**src/rtl/iir_mc.sv**
```systemverilog
// Time-multiplexed multi-channel direct-form-I biquad with one shared MAC,
// runtime-loadable coefficients and saturating output.
module iir_mc #(
  parameter int DATA_W   = 8,
  parameter int OUT_W    = 16,
  parameter int COEF_W   = 8,
  parameter int FRAC     = 0,
  parameter int CHANNELS = 4,
  parameter int B0       = 4,
  parameter int B1       = -4,
  parameter int B2       = 4,
  parameter int A1       = 1,
  parameter int A2       = 0,
  localparam int CH_W    = (CHANNELS > 1) ? $clog2(CHANNELS) : 1,
  localparam int ACC_W   = OUT_W + COEF_W + 3
) (
  input  logic              clk,
  input  logic              rst,
  input  logic              in_valid,
  output logic              in_ready,
  input  logic [CH_W-1:0]   in_ch,
  input  logic [DATA_W-1:0] in_data,
  output logic              out_valid,
  input  logic              out_ready,
  output logic [CH_W-1:0]   out_ch,
  output logic [OUT_W-1:0]  out_data,
  output logic              out_sat,
  input  logic              coef_we,
  input  logic [2:0]        coef_sel,
  input  logic [COEF_W-1:0] coef_data
);

  localparam int PROD_W = OUT_W + COEF_W;

  localparam logic [1:0] IDLE = 2'd0;
  localparam logic [1:0] MAC  = 2'd1;
  localparam logic [1:0] RES  = 2'd2;
  localparam logic [1:0] OUT  = 2'd3;

  localparam logic signed [ACC_W-1:0] Y_MAX = {{(ACC_W-OUT_W+1){1'b0}}, {(OUT_W-1){1'b1}}};
  localparam logic signed [ACC_W-1:0] Y_MIN = {{(ACC_W-OUT_W+1){1'b1}}, {(OUT_W-1){1'b0}}};

  // Handshake: a transfer happens on a posedge where valid && ready are both
  // high; the sender holds valid and its payload stable until that edge.

  logic [1:0]               state;
  logic [2:0]               tap;
  logic signed [ACC_W-1:0]  acc;
  logic signed [DATA_W-1:0] x_cur;
  logic [CH_W-1:0]          ch_cur;
  logic                     ch_ok;

  logic signed [COEF_W-1:0] c_b0, c_b1, c_b2, c_a1, c_a2;

  logic signed [DATA_W-1:0] x1_mem [CHANNELS];
  logic signed [DATA_W-1:0] x2_mem [CHANNELS];
  logic signed [OUT_W-1:0]  y1_mem [CHANNELS];
  logic signed [OUT_W-1:0]  y2_mem [CHANNELS];

  logic signed [DATA_W-1:0] x1_rd, x2_rd;
  logic signed [OUT_W-1:0]  y1_rd, y2_rd;
  logic signed [COEF_W-1:0] coef_op;
  logic signed [OUT_W-1:0]  data_op;
  logic                     sub_op;
  logic signed [PROD_W-1:0] prod;
  logic signed [ACC_W-1:0]  acc_next;
  logic signed [ACC_W-1:0]  shifted;
  logic signed [OUT_W-1:0]  y_res;
  logic                     sat_res;
  logic                     in_range;

  assign in_ready  = (state == IDLE);
  assign out_valid = (state == OUT);
  assign in_range  = ({1'b0, in_ch} < (CH_W+1)'(CHANNELS));

  // Out-of-range channels see an all-zero history.
  always_comb begin
    x1_rd = '0;
    x2_rd = '0;
    y1_rd = '0;
    y2_rd = '0;
    if (ch_ok) begin
      x1_rd = x1_mem[ch_cur];
      x2_rd = x2_mem[ch_cur];
      y1_rd = y1_mem[ch_cur];
      y2_rd = y2_mem[ch_cur];
    end
  end

  always_comb begin
    coef_op = '0;
    data_op = '0;
    sub_op  = 1'b0;
    case (tap)
      3'd0: begin coef_op = c_b0; data_op = OUT_W'(x_cur); end
      3'd1: begin coef_op = c_b1; data_op = OUT_W'(x1_rd); end
      3'd2: begin coef_op = c_b2; data_op = OUT_W'(x2_rd); end
      3'd3: begin coef_op = c_a1; data_op = y1_rd; sub_op = 1'b1; end
      3'd4: begin coef_op = c_a2; data_op = y2_rd; sub_op = 1'b1; end
      default: ;
    endcase
  end

  assign prod     = PROD_W'(coef_op) * PROD_W'(data_op);
  assign acc_next = sub_op ? (acc - ACC_W'(prod)) : (acc + ACC_W'(prod));
  assign shifted  = acc >>> FRAC;

  always_comb begin
    y_res   = shifted[OUT_W-1:0];
    sat_res = 1'b0;
    if (shifted > Y_MAX) begin
      y_res   = Y_MAX[OUT_W-1:0];
      sat_res = 1'b1;
    end else if (shifted < Y_MIN) begin
      y_res   = Y_MIN[OUT_W-1:0];
      sat_res = 1'b1;
    end
  end

  always_ff @(posedge clk) begin
    if (rst) begin
      state    <= IDLE;
      tap      <= '0;
      acc      <= '0;
      x_cur    <= '0;
      ch_cur   <= '0;
      ch_ok    <= 1'b0;
      out_data <= '0;
      out_ch   <= '0;
      out_sat  <= 1'b0;
      c_b0     <= COEF_W'(B0);
      c_b1     <= COEF_W'(B1);
      c_b2     <= COEF_W'(B2);
      c_a1     <= COEF_W'(A1);
      c_a2     <= COEF_W'(A2);
      for (int i = 0; i < CHANNELS; i++) begin
        x1_mem[i] <= '0;
        x2_mem[i] <= '0;
        y1_mem[i] <= '0;
        y2_mem[i] <= '0;
      end
    end else begin
      // Writes land before the first MAC cycle, so a write on the accept edge
      // already applies to that sample.
      if (coef_we && state == IDLE) begin
        case (coef_sel)
          3'd0: c_b0 <= coef_data;
          3'd1: c_b1 <= coef_data;
          3'd2: c_b2 <= coef_data;
          3'd3: c_a1 <= coef_data;
          3'd4: c_a2 <= coef_data;
          default: ;
        endcase
      end
      case (state)
        IDLE: begin
          if (in_valid) begin
            x_cur  <= in_data;
            ch_cur <= in_ch;
            ch_ok  <= in_range;
            acc    <= '0;
            tap    <= '0;
            state  <= MAC;
          end
        end
        MAC: begin
          acc <= acc_next;
          tap <= tap + 3'd1;
          if (tap == 3'd4) state <= RES;
        end
        RES: begin
          out_data <= y_res;
          out_ch   <= ch_cur;
          out_sat  <= sat_res;
          if (ch_ok) begin
            x2_mem[ch_cur] <= x1_mem[ch_cur];
            x1_mem[ch_cur] <= x_cur;
            y2_mem[ch_cur] <= y1_mem[ch_cur];
            y1_mem[ch_cur] <= y_res;
          end
          state <= OUT;
        end
        OUT: begin
          if (out_ready) state <= IDLE;
        end
        default: state <= IDLE;
      endcase
    end
  end

endmodule

```
**config.mk**
```make
export PLATFORM = sky130hd
export DESIGN_NAME = iir_mc
export DESIGN_NICKNAME = d
export VERILOG_FILES = /design/src/rtl/iir_mc.sv
export SDC_FILE = /design/constraint.sdc
export NUM_CORES = 1
export LEC_CHECK = 0
export BUFFER_PORTS_ARGS = -buffer_cell sky130_fd_sc_hd__buf_2
export CAP_MARGIN = 10
export CORE_MARGIN = 3
export CORE_UTILIZATION = 58
export CTS_CLUSTER_SIZE = 8
export DETAILED_ROUTE_END_ITERATION = 10
export PLACE_DENSITY = 0.79
export SYNTH_ARGS = -nofsm -noshare
export SYNTH_HDL_FRONTEND = slang
export SYNTH_SLANG_ARGS = --single-unit
export TNS_END_PERCENT = 5
```
**constraint.sdc**
```tcl
create_clock -name clk -period 8.2 [get_ports clk]
set_input_delay 0.41 -clock clk [delete_from_list [all_inputs] [get_ports clk]]
set_output_delay 0.41 -clock clk [all_outputs]
set_load 0.01 [all_outputs]
```
==> impl_metrics.yaml <==
worst_setup_path:
  start_kind: "flip-flop"
  crit_top_cell: "fa_1"
  cpMaxStageDelayCell: "fa_1"
  worstPathRequired_ns: 8.70
  cp_max_fo: 9
  cp-end-kind: "flip-flop"
  crit_path_end: "acc[26]"
  criticalPathCategory: "flip-flop to flip-flop"
  cp.arrival_ns: 9.33
  rr_endpoint: "acc[26]"
  slowest_delay_ns: 0.59
  r2r_setup_slack_ns: -0.63
  ff2ff_path_depth: 34
timing:
  fmax_ghz: 0.113
  setup_violations: 10
  whs_ns: 0.101
  slew_headroom_pct: 29.8
  layout_min_cycle_time_ns: 8.83
  hold_viol: 0
  post-route-period-util_pct: 108
  rsz0062_at_grt: "true"
  slew_violations: 0
  worst_slack_ns: -0.634
  tightest_slew_ns: 1.05
  fin_skew_ns: 0.0287
pwr:
  p_per_area_nw_per_um2: 399
  vdd_drop_max_mv: 0.431
  leakage_nw: 10.0
  p_total_mw: 9.39
synthesis:
  synth.area.mux_share_pct: 7.54
  synth_xor_area_share_pct: 2.78
  synth_nets: 2057
  synth_edf_count: 192
  syn_area_um2: 19100
  synth_top_family_by_area: "simple AND/OR/NAND/NOR gates"
  synth-simple-area-share_pct: 16.9
  synthAdderAreaFrac_pct: 16.3
  synthCells: 1845
  synth_compound_area_share_pct: 10.1
  synth_seq_cells: 296
  synth-main-ff-cell: "edfxtp_1"
  async_flop_share_pct: 0
  ys_seq_area_share_pct: 41.0
  syn_area_per_cell_um2: 10.4
  yosysWarningCount: 0
  synth_cell_types: 84
placement:
  dpl_cell_area_um2: 21700
  hpwl_mm: 33.9
  gp_congestion: 0.959
  place_ws_ns: -0.645
  portBuffers: 46
die:
  start_util_pct: 59.7
  core_area_um2: 32000
  ioPinCount: 47
  dieArea_um2: 35200
  rows: 65
  die_w_um: 188
  die_h_um: 188
clock_network:
  postCtsHoldBufs: 0
  htreeDepth: 2
  insertion_delay_ns: 0.57
  cts-root-buf: "clkbuf_16"
  clkSinkCount: 296
  tritoncts: "done"
  clk_path_buf_depth: 3
  numCtsBuffers: 43
  clk_pin_slew_worst_paths_ns: 0.05
grt:
  grt_pass1_vias: 15695
  grt_max_degree: 66
  grt_use_total_pct: 28.9
  overflow: 0
  grt_pass1_wl_mm: 82.2
  antenna_found_initial: 0
hold_path:
  hold_class: "input port to flip-flop"
detailed_routing:
  met1_length_mm: 20.2
  drc: 0
  first_pass_iters: 8
  wl_mm: 51.7
  vias_per_cell: 5.92
  ant_nets: 0
  wl_met3_mm: 4.60
  post_drt_wl_per_cell_um: 19.9
  routed.top_layer: "met4"
  via_count: 15376
  drt_iter0_markers: 1572
  met2_length_mm: 25.0
layout:
  syn_to_final_growth_pct: 23.0
  fin_nets: 2345
  final_layout_size_suffix_gt1_share_pct: 25.2
  stdcell_area_um2: 23500
  num_antenna_cells: 0
flow_run:
  maxCapViolCount: 0
outcome:
  status: "finished, violations left"
  violations: "negative setup slack"
## registers in the layout (all words and copies together) (netlist names), 16 cells and up, named ones only
signal / count
x1_mem: 32
y1_mem: 64
acc: 27
out_data: 16
x2_mem: 32
y2_mem: 64
## cell families after synthesis
kind of cell / count (synthesis)
AO/OA/AOI/OAI: 292
XOR/XNOR: 59
adder cells (fa/ha/maj): 186
buffers and inverters: 265
flip-flops: 296
multiplexers: 84
AND/OR/NAND/NOR: 663
## cells in the mapped netlist, types with 6 or more instances
| master | instances | area (um^2) |
|---|---|---|
| a31oi_1 | 11 | 68.8 |
| edfxtp_1 | 192 | 5770 |
| nand3_1 | 21 | 105 |
| mux2i_1 | 36 | 360 |
| ha_1 | 81 | 1010 |
| nor3_1 | 15 | 75.1 |
| nor2_1 | 298 | 1120 |
| inv_1 | 181 | 679 |
| nand2b_1 | 9 | 56.3 |
| fa_1 | 105 | 2100 |
| a211oi_1 | 7 | 52.6 |
| nor4_1 | 7 | 43.8 |
| nand4_1 | 9 | 56.3 |
| or2_2 | 18 | 113 |
| dfxtp_1 | 104 | 2080 |
| xnor2_1 | 36 | 315 |
| o21ai_0 | 52 | 260 |
| or3_1 | 7 | 43.8 |
| xor2_1 | 21 | 184 |
| a22o_1 | 12 | 105 |
| a22oi_1 | 49 | 368 |
| nand2_1 | 84 | 315 |
| o21a_1 | 7 | 52.6 |
| mux4_2 | 48 | 1080 |
| and2_1 | 138 | 863 |
| clkbuf_1 | 72 | 270 |
| a21o_1 | 6 | 45.0 |
| a21oi_1 | 86 | 430 |
| a211o_1 | 9 | 78.8 |
| nor2b_1 | 28 | 175 |
## metal layers
metal	up-vias	global-route usage, %
li1	6940	-
met1	7484	39.1
met4	0	8.95
met2	820	48.1
met5	-	0
met3	132	5.05
## report_power, final
| group | internal [mW] | switching, mW | total [mW] |
|---|---|---|---|
| logic | 2.57 | 3.30 | 5.87 |
| registers | 1.73 | 0.127 | 1.86 |
| clock network | 0.998 | 0.658 | 1.66 |
| total | 5.31 | 4.08 | 9.39 |
## critical path: cells and delay by family (launching register included)
kind	cells	cell delay (ns)
and+or+nand+nor	11	2.77
adders and majority gates	6	2.60
AOI/OAI and AO/OA	10	1.58
muxes	1	0.55
buffers and inverters	4	0.51
DFF	1	0.44
xor gates and xnor gates	2	0.30
## worst min path at each step
stage / to / depth (start not counted) / slack, ns / from
finish: x_cur[4] / 3 / 0.10 / in_data[4]
CTS: x_cur[0] / 3 / 0.09 / in_data[0]
global route: x_cur[4] / 3 / 0.1 / in_data[4]
floorplan: c_b0[2] / 1 / 0.44 / c_b0[2]
detailed placement: c_a1[0] / 1 / 0.46 / c_a1[0]
global placement: c_a1[0] / 1 / 0.45 / c_a1[0]
## stage by stage
| step | util, % | setup TNS [ns] | cells |
|---|---|---|---|
| floorplan | - | -0.0600 | 1845 |
| global placement | 67.6 | -1.34 | 2490 |
| detailed placement | 67.6 | -2.52 | 2490 |
| CTS | 72.3 | -0.838 | 2581 |
| global route | 73.4 | -6.35 | 2599 |
| finish | 73.4 | -2.77 | 2599 |
## final cells by class
cell class,instances,area (um^2)
multi-input cells,1284,10700
well taps,435,544
flip-flops and latches,296,7850
repair buffers,327,2510
fillers,2117,8530
clock inverters,4,57.6
clock buffers,72,1200
inverters,181,679
## cell usage in the layout, fill, tap and decap left out, drive strengths merged, types with 28 or more instances in the layout
master,n
a22oi,50
dfxtp,104
buf,326
clkbuf,73
nor2b,28
a21oi,87
fa,105
o21ai,58
mux2i,36
inv,182
edfxtp,192
and2,139
ha,81
xnor2,38
mux4,48
nand2,85
nor2,298
## what timing repair did
item                                    CTS  global route
pin swaps                                10            27
setup buffers                            15            16
gates resized for setup                  29            44
endpoints found under the setup margin   14            16
gates cloned                              0             1
hold endpoints to repair                  0             0
No activity file was read; power rests on OpenSTA's default activity.
